--- config.mk ---
export PLATFORM = sky130hd
export DESIGN_NAME = ac97_slot_scheduler
export DESIGN_NICKNAME = d
export VERILOG_FILES = /design/src/rtl/ac97_pkg.sv /design/src/rtl/ac97_cmd_queue.sv /design/src/rtl/ac97_slot_scheduler.sv
export SDC_FILE = /design/constraint.sdc
export NUM_CORES = 1
export LEC_CHECK = 0
export CAP_MARGIN = 20
export CELL_PAD_IN_SITES_DETAIL_PLACEMENT = 1
export CELL_PAD_IN_SITES_GLOBAL_PLACEMENT = 1
export CORE_MARGIN = 1.5
export CORE_UTILIZATION = 33
export CTS_BUF_LIST = sky130_fd_sc_hd__clkbuf_4
export CTS_CLUSTER_DIAMETER = 150
export DETAILED_ROUTE_END_ITERATION = 8
export PLACE_DENSITY_LB_ADDON = 0.08
export SYNTH_ARGS = -nofsm -noshare
export SYNTH_HDL_FRONTEND = slang
export SYNTH_SLANG_ARGS = --single-unit
--- constraint.sdc ---
create_clock -name clock -period 1.89 [get_ports clock]
set_input_delay 0.4725 -clock clock [delete_from_list [all_inputs] [get_ports clock]]
set_output_delay 0.4725 -clock clock [all_outputs]
set_load 0.03 [all_outputs]
--- src/rtl/ac97_pkg.sv ---
// Shared definitions for the AC97 frame-content scheduler: scheduler states,
// tag bit positions, slot word formatting and the codec power-up ROM.
package ac97_pkg;

    typedef enum logic [1:0] {
        ST_WAIT_READY = 2'd0,
        ST_INIT       = 2'd1,
        ST_RUN        = 2'd2
    } state_t;

    localparam int SLOT_W = 20;

    // Tag word layout: frame valid, then slot1..slot4 valid, low bits zero.
    localparam int TAG_FRAME = 15;
    localparam int TAG_SLOT1 = 14;
    localparam int TAG_SLOT2 = 13;
    localparam int TAG_SLOT3 = 12;
    localparam int TAG_SLOT4 = 11;

    // Power-up frames carry a command only: frame, slot1 and slot2 valid.
    localparam logic [15:0] TAG_INIT = 16'hE000;

    // Slot1 bit 19 selects read (1) or write (0); the scheduler only writes.
    localparam logic CMD_WRITE = 1'b0;

    // Codec register addresses touched by the power-up sequence.
    localparam logic [6:0] REG_MASTER_VOL  = 7'h02;
    localparam logic [6:0] REG_HP_VOL      = 7'h04;
    localparam logic [6:0] REG_PCM_OUT_VOL = 7'h18;

    localparam int INIT_COUNT = 3;

    typedef struct packed {
        logic [6:0]  addr;
        logic [15:0] data;
    } cmd_t;

    // Power-up register writes, issued one per frame in index order.
    function automatic cmd_t init_rom(input logic [1:0] idx);
        cmd_t c;
        c = '0;
        case (idx)
            2'd0: begin c.addr = REG_MASTER_VOL;  c.data = 16'h0000; end
            2'd1: begin c.addr = REG_HP_VOL;      c.data = 16'h0000; end
            2'd2: begin c.addr = REG_PCM_OUT_VOL; c.data = 16'h0808; end
            default: c = '0;
        endcase
        return c;
    endfunction

    function automatic logic [SLOT_W-1:0] slot1_word(input logic [6:0] addr);
        return {CMD_WRITE, addr, 12'h000};
    endfunction

    function automatic logic [SLOT_W-1:0] slot2_word(input logic [15:0] data);
        return {data, 4'h0};
    endfunction

endpackage

--- src/rtl/ac97_cmd_queue.sv ---
// Holding stage for host register writes between acceptance and emission.
// AC97_CMD_FIFO_EN defined: 4-entry in-order FIFO.
// AC97_CMD_FIFO_EN undefined: single holding register.
// Pops happen only on frame boundaries chosen by the scheduler.
module ac97_cmd_queue
    import ac97_pkg::*;
(
    input  logic        clk,
    input  logic        srst,
    input  logic        push_valid,
    input  logic [6:0]  push_addr,
    input  logic [15:0] push_data,
    input  logic        pop,
    output logic [6:0]  head_addr,
    output logic [15:0] head_data,
    output logic        full,
    output logic        empty,
    output logic        full_next
);

    cmd_t push_cmd;
    cmd_t head;
    logic push_en;
    logic pop_en;

    assign push_cmd  = {push_addr, push_data};
    assign head_addr = head.addr;
    assign head_data = head.data;

`ifdef AC97_CMD_FIFO_EN
    localparam int DEPTH = 4;
    localparam int PTR_W = 2;

    logic [PTR_W-1:0] wr_ptr_reg;
    logic [PTR_W-1:0] rd_ptr_reg;
    logic [2:0]       count_reg;
    logic [2:0]       count_next;
    cmd_t             mem_reg [DEPTH];

    assign push_en = push_valid && (count_reg != 3'd4);
    assign pop_en  = pop && (count_reg != 3'd0);

    // Occupancy after this cycle; a simultaneous push and pop leave it unchanged.
    always_comb begin
        count_next = count_reg;
        case ({push_en, pop_en})
            2'b10:   count_next = count_reg + 3'd1;
            2'b01:   count_next = count_reg - 3'd1;
            default: count_next = count_reg;
        endcase
    end

    // Pointer and occupancy bookkeeping.
    always_ff @(posedge clk) begin
        if (srst) begin
            wr_ptr_reg <= '0;
            rd_ptr_reg <= '0;
            count_reg  <= '0;
        end else begin
            if (push_en) wr_ptr_reg <= wr_ptr_reg + PTR_W'(1);
            if (pop_en)  rd_ptr_reg <= rd_ptr_reg + PTR_W'(1);
            count_reg <= count_next;
        end
    end

    genvar gi;
    generate
        for (gi = 0; gi < DEPTH; gi++) begin : g_entry
            // Capture a pushed command into the entry the write pointer selects.
            always_ff @(posedge clk) begin
                if (push_en && (wr_ptr_reg == PTR_W'(gi))) begin
                    mem_reg[gi] <= push_cmd;
                end
            end
        end
    endgenerate

    assign head      = mem_reg[rd_ptr_reg];
    assign full      = (count_reg == 3'd4);
    assign empty     = (count_reg == 3'd0);
    assign full_next = (count_next == 3'd4);
`else
    logic valid_reg;
    logic valid_next;
    cmd_t hold_reg;

    assign push_en = push_valid && !valid_reg;
    assign pop_en  = pop && valid_reg;

    // Register is occupied from acceptance until the frame that emits it.
    always_comb begin
        valid_next = valid_reg;
        if (pop_en)  valid_next = 1'b0;
        if (push_en) valid_next = 1'b1;
    end

    // Single holding register and its occupied flag.
    always_ff @(posedge clk) begin
        if (srst) begin
            valid_reg <= 1'b0;
            hold_reg  <= '0;
        end else begin
            valid_reg <= valid_next;
            if (push_en) hold_reg <= push_cmd;
        end
    end

    assign head      = hold_reg;
    assign full      = valid_reg;
    assign empty     = !valid_reg;
    assign full_next = valid_next;
`endif

endmodule

--- src/rtl/ac97_slot_scheduler.sv ---
// AC97 frame-content scheduler. On each frame_start it loads the tag and
// slot1..slot4 words for the next outgoing frame: nothing while waiting for
// the codec, a fixed power-up register sequence, then host commands and PCM.
// Command holding depth is selected by AC97_CMD_FIFO_EN (see ac97_cmd_queue).
module ac97_slot_scheduler
    import ac97_pkg::*;
#(
    parameter int READY_TIMEOUT = 1024,
    parameter int PCM_W         = 20
) (
    input  logic             clock,
    input  logic             rstbt,
    input  logic             frame_start,
    input  logic             codec_ready,
    input  logic             wr_valid,
    input  logic [6:0]       wr_addr,
    input  logic [15:0]      wr_data,
    output logic             wr_ready,
    input  logic             pcm_valid,
    input  logic [PCM_W-1:0] pcm_left,
    input  logic [PCM_W-1:0] pcm_right,
    output logic             pcm_ready,
    output logic [15:0]      tag,
    output logic [19:0]      slot1,
    output logic [19:0]      slot2,
    output logic [19:0]      slot3,
    output logic [19:0]      slot4,
    output logic [1:0]       state,
    output logic             ready_err,
    output logic [7:0]       underrun_cnt
);

    localparam int CNT_W = $clog2(READY_TIMEOUT + 1);

    state_t              state_reg;
    logic [CNT_W-1:0]    frame_cnt_reg;
    logic [1:0]          init_idx_reg;
    logic [15:0]         tag_reg;
    logic [SLOT_W-1:0]   slot1_reg;
    logic [SLOT_W-1:0]   slot2_reg;
    logic [SLOT_W-1:0]   slot3_reg;
    logic [SLOT_W-1:0]   slot4_reg;
    logic                ready_err_reg;
    logic [7:0]          underrun_reg;
    logic                wr_ready_reg;

    logic                q_pop;
    logic                q_full;
    logic                q_empty;
    logic                q_full_next;
    logic [6:0]          q_head_addr;
    logic [15:0]         q_head_data;

    cmd_t                init_cmd;
    logic [15:0]         run_tag;
    logic [SLOT_W-1:0]   pcm_left_slot;
    logic [SLOT_W-1:0]   pcm_right_slot;
    logic                run_next;

    ac97_cmd_queue u_cmd_queue (
        .clk        (clock),
        .srst       (rstbt),
        .push_valid (wr_valid && wr_ready_reg),
        .push_addr  (wr_addr),
        .push_data  (wr_data),
        .pop        (q_pop),
        .head_addr  (q_head_addr),
        .head_data  (q_head_data),
        .full       (q_full),
        .empty      (q_empty),
        .full_next  (q_full_next)
    );

    // One command per RUN frame; a write accepted on this very edge is not yet visible.
    assign q_pop     = frame_start && (state_reg == ST_RUN) && !q_empty;
    assign pcm_ready = frame_start && (state_reg == ST_RUN) && pcm_valid;
    assign init_cmd  = init_rom(init_idx_reg);

    // Samples sit MSB-aligned in the 20-bit slot with zero padding below.
    always_comb begin
        pcm_left_slot                       = '0;
        pcm_right_slot                      = '0;
        pcm_left_slot[SLOT_W-1 -: PCM_W]    = pcm_left;
        pcm_right_slot[SLOT_W-1 -: PCM_W]   = pcm_right;
    end

    // Tag for a RUN frame from what is available at this boundary.
    always_comb begin
        run_tag            = '0;
        run_tag[TAG_FRAME] = 1'b1;
        run_tag[TAG_SLOT1] = !q_empty;
        run_tag[TAG_SLOT2] = !q_empty;
        run_tag[TAG_SLOT3] = pcm_valid;
        run_tag[TAG_SLOT4] = pcm_valid;
    end

    // True when the state after this edge is RUN, so wr_ready tracks it with no lag.
    assign run_next = (state_reg == ST_RUN) ||
                      ((state_reg == ST_INIT) && frame_start && codec_ready &&
                       (init_idx_reg == 2'(INIT_COUNT - 1)));

    // Registered write-accept flag: open in RUN whenever the holding stage has room.
    always_ff @(posedge clock) begin
        if (rstbt) begin
            wr_ready_reg <= 1'b0;
        end else begin
            wr_ready_reg <= run_next && !q_full_next;
        end
    end

    // Scheduler FSM; all frame outputs load only on frame_start.
    always_ff @(posedge clock) begin
        if (rstbt) begin
            state_reg     <= ST_WAIT_READY;
            frame_cnt_reg <= '0;
            init_idx_reg  <= '0;
            tag_reg       <= '0;
            slot1_reg     <= '0;
            slot2_reg     <= '0;
            slot3_reg     <= '0;
            slot4_reg     <= '0;
            ready_err_reg <= 1'b0;
            underrun_reg  <= '0;
        end else if (frame_start) begin
            case (state_reg)
                ST_WAIT_READY: begin
                    tag_reg   <= '0;
                    slot1_reg <= '0;
                    slot2_reg <= '0;
                    slot3_reg <= '0;
                    slot4_reg <= '0;
                    if (codec_ready) begin
                        state_reg     <= ST_INIT;
                        init_idx_reg  <= '0;
                        frame_cnt_reg <= '0;
                    end else begin
                        if (frame_cnt_reg != CNT_W'(READY_TIMEOUT)) begin
                            frame_cnt_reg <= frame_cnt_reg + CNT_W'(1);
                        end
                        // Flag on the frame that brings the count to the timeout.
                        if (frame_cnt_reg >= CNT_W'(READY_TIMEOUT - 1)) begin
                            ready_err_reg <= 1'b1;
                        end
                    end
                end
                ST_INIT: begin
                    if (!codec_ready) begin
                        state_reg    <= ST_WAIT_READY;
                        init_idx_reg <= '0;
                        tag_reg      <= '0;
                        slot1_reg    <= '0;
                        slot2_reg    <= '0;
                    end else begin
                        tag_reg   <= TAG_INIT;
                        slot1_reg <= slot1_word(init_cmd.addr);
                        slot2_reg <= slot2_word(init_cmd.data);
                        if (init_idx_reg == 2'(INIT_COUNT - 1)) begin
                            state_reg    <= ST_RUN;
                            init_idx_reg <= '0;
                        end else begin
                            init_idx_reg <= init_idx_reg + 2'd1;
                        end
                    end
                    slot3_reg <= '0;
                    slot4_reg <= '0;
                end
                ST_RUN: begin
                    tag_reg <= run_tag;
                    if (!q_empty) begin
                        slot1_reg <= slot1_word(q_head_addr);
                        slot2_reg <= slot2_word(q_head_data);
                    end else begin
                        slot1_reg <= '0;
                        slot2_reg <= '0;
                    end
                    if (pcm_valid) begin
                        slot3_reg <= pcm_left_slot;
                        slot4_reg <= pcm_right_slot;
                    end else begin
                        slot3_reg <= '0;
                        slot4_reg <= '0;
                        if (underrun_reg != 8'hFF) underrun_reg <= underrun_reg + 8'd1;
                    end
                end
                default: begin
                    state_reg <= ST_WAIT_READY;
                    tag_reg   <= '0;
                    slot1_reg <= '0;
                    slot2_reg <= '0;
                    slot3_reg <= '0;
                    slot4_reg <= '0;
                end
            endcase
        end
    end

    assign wr_ready     = wr_ready_reg;
    assign tag          = tag_reg;
    assign slot1        = slot1_reg;
    assign slot2        = slot2_reg;
    assign slot3        = slot3_reg;
    assign slot4        = slot4_reg;
    assign state        = state_reg;
    assign ready_err    = ready_err_reg;
    assign underrun_cnt = underrun_reg;

endmodule

==> qor.yml, run 1 <==
grt_setup_unrepaired: "true"
syn_inst: 536
slew_headroom_pct: 65.1
dpl.cell_count: 845
cp_max_fo: 3
hpwl_um: 9410
drtIter0Drc: 184
max-vdd-ir-drop_uv: 322
vias_per_cell: 4.93
fin_cells: 881
clock_skew_ps: 14.6
coreArea_mm2: 0.0138
routed-via-count: 4345
firstDrtPassIters: 4
tns_ps: -4.26
power.leakage_nw: 2.71
gp_congestion: 0.784
fin_crit_ps: 1890
avgSynthCellArea_um2: 8.66
crit_arrival_ps: 1420
worst_slack_ps: -4.26
r2r-start: "frame_cnt_reg[1]$_SDFFE_PP0P_"
power_w: 0.00428
cp-end-kind: "primary output"
die_w_um: 122
ctsRootBufferMaster: "clkbuf_4"
setup_viol: 1
grt_pass1_wl_um: 21500
postLayoutCellArea_mm2: 0.00646
drc_errors: 0
violations: "negative setup slack"
synth_flop_cell: "dfxtp_1"
worst-setup-path-type: "flop to primary output"
netlist_area_mm2: 0.00464
yosysWarnings: 0
hold_ws_ps: 394
clk_path_buf_depth: 2
clk_pin_slew_worst_paths_ps: 100
h-tree-depth: 4
wl_per_cell_um: 15.3
nets: 764
rows: 43
clock-sinks: 115
routed_wl_um: 13500
drv_cap: 0
startpoint: "state[0]$_SDFFE_PP0P_"
start_util_pct: 33.6
grt_pass1_vias: 4395
synthArstFlopShare_pct: 0
drtAntennaViolNets: 0
port_buffers: 149
grt_overflow: 0
drv_slew: 0
crit_chain: "inv_4 > ha_4 > and3_4 > buf_6"
fmax_mhz: 528
die_area_mm2: 0.0148
grt_max_degree: 50
ys_ff_latch: 115
finalHoldViolCount: 0
insertion_delay_ps: 520
hp-start: "rstbt"
syn_to_final_growth_pct: 39.2
dpl-instance-area_mm2: 0.00629
gr-usage-all-layers_pct: 18.7
cp_top_family: "flip-flops"
min_period_over_period_pct: 100
cp_num_buf_inv: 2
ys_types: 50
slowest_stage: "dfxtp_4"
worstPathRequired_ps: 1420
p_per_area_mw_per_mm2: 663
cts_tree: "yes"
final_layout_size_suffix_gt1_share_pct: 10.3
slowest_delay_ps: 360
ys_seq_area_share_pct: 49.6
setup.worst_path.start_class: "flop"
antenna_found_initial: 1
die_y_um: 122
status: "finished with violations"
hold_class: "primary input to flop"
cts_buffers: 17
holdBufCountCts: 0
synth_edf_count: 0
worst_pin_slew_ps: 524
ios: 178
[power by group]
| group | internal (W) | switching, W |
|---|---|---|
| logic | 0.000189 | 0.000227 |
| registers | 0.00243 | 0.00000560 |
| clock network | 0.000517 | 0.000917 |
| total | 0.00313 | 0.00115 |
[metrics by stage]
| stage | utilization, % | setup slack (ps) |
|---|---|---|
| floorplan | - | 56.6 |
| global placement | 45.5 | -61.2 |
| detailed placement | 45.5 | -102 |
| CTS | 46.5 | -175 |
| global route | 46.7 | -89.1 |
| finish | 46.7 | -4.26 |
[timing repair]
action | CTS | global route
endpoints found under the hold margin | 0 | 0
setup endpoints to repair | 81 | 6
setup buffers | 0 | 4
gates resized for setup | 86 | 11
gates cloned | 0 | 0
[logic make-up (layout without fill, tap and decap cells)]
logic type               count (synthesis)  after routing  share of synthesized area [%]
other                                    1             29                         0.0808
adder cells (fa/ha/maj)                  7              7                           1.89
multiplexers                             2              2                          0.432
AO/OA/AOI/OAI                          143            143                           20.1
XOR/XNOR                                 1              1                          0.189
flip-flops                             115            115                           49.6
buffers and inverters                   80            217                           9.39
AND/OR/NAND/NOR                        187            187                           18.3
[worst register-to-register path, cell delays in order (launching register included)]
cell and delay, ps:
dfxtp_1 440, inv_1 100, ha_1 180, and2_1 170, a31o_2 260, or3b_1 390
a21oi_1 150
[cells in the final DEF (no fill, tap or decap), drive strengths merged, types with 3 or more instances in the layout]
cell,synthesis,routed
clkdlybuf4s15,0,4
nand2,56,56
a31oi,8,8
inv,10,10
a22oi,61,61
ha,7,7
nor2,78,78
clkinvlp,0,3
a21oi,46,46
or3,7,7
conb,1,28
clkbuf,26,22
and3,3,3
clkdlybuf4s50,0,67
nand4,6,6
dlygate4sd2,0,73
nand3,9,9
o31ai,3,3
or4,3,3
nor3,4,4
o21ai,13,13
buf,44,29
nand2b,3,3
and4,4,4
clkinv,0,9
dfxtp,115,115
[path summary, 6_finish.rpt]
kind / end / slack [ps] / cells past startpoint
worst max-delay path: pcm_ready / -4 / 4
worst max register to register: frame_cnt_reg[2]$_SDFFE_PP0P_ / 130 / 6
worst min register to register: u_cmd_queue.head_addr[2]$_SDFFE_PP0P_ / 460 / 2
worst min-delay path: ready_err$_SDFFE_PP0P_ / 390 / 2
[routing by layer]
metal / share of wire (%) / vias to the layer above / global-route usage, %
met5: 0 / - / 0
met2: 47 / 143 / 31.0
met1: 43 / 2051 / 21.5
met3: 7.6 / 18 / 7.30
li1: - / 2133 / -
met4: 1.7 / 0 / 7.65
[layout make-up]
class	count	area (um2)
inverter	10	40.0
clock inverter	12	68.8
antenna	1	2.50
timing repair buffer	176	1650
sequential	115	2310
fill	1669	7370
clock buffer	19	143
multi-input combinational	368	2020
tap	180	225
[synth_stat cells (all sizes together) (2+ instances only)]
cell    count  share of area (%)
a211oi      2               0.32
a21oi      46                5.0
a22oi      61                9.9
a31oi       8                1.1
and3        3               0.43
and4        4               0.78
buf        44                6.5
clkbuf     26                2.1
dfxtp     115                 50
ha          7                1.9
inv        10               0.81
mux2i       2               0.43
nand2      56                4.5
nand2b      3               0.40
nand3       9               0.97
nand3b      2               0.32
nand4       6               0.81
nor2       78                6.3
nor2b       2               0.27
nor3        4               0.43
nor4        2               0.27
o211ai      2               0.32
o21ai      13                1.5
o31ai       3               0.49
or3         7               0.94
or4         3               0.49
Note: power is estimated with default switching activity, not from simulation.
==> run 2, diff against run 1 <==
ABC_CLOCK_PERIOD_IN_PS = 1890   (was unset)
==> results of run 2 <==
Same layout as run 1: the final DEF is identical, and so are final timing and power.
==> run 3, diff against run 2 <==
TNS_END_PERCENT = 100   (was unset)
==> results of run 3 <==
Same layout as run 1: the final DEF is identical, and so are final timing and power.
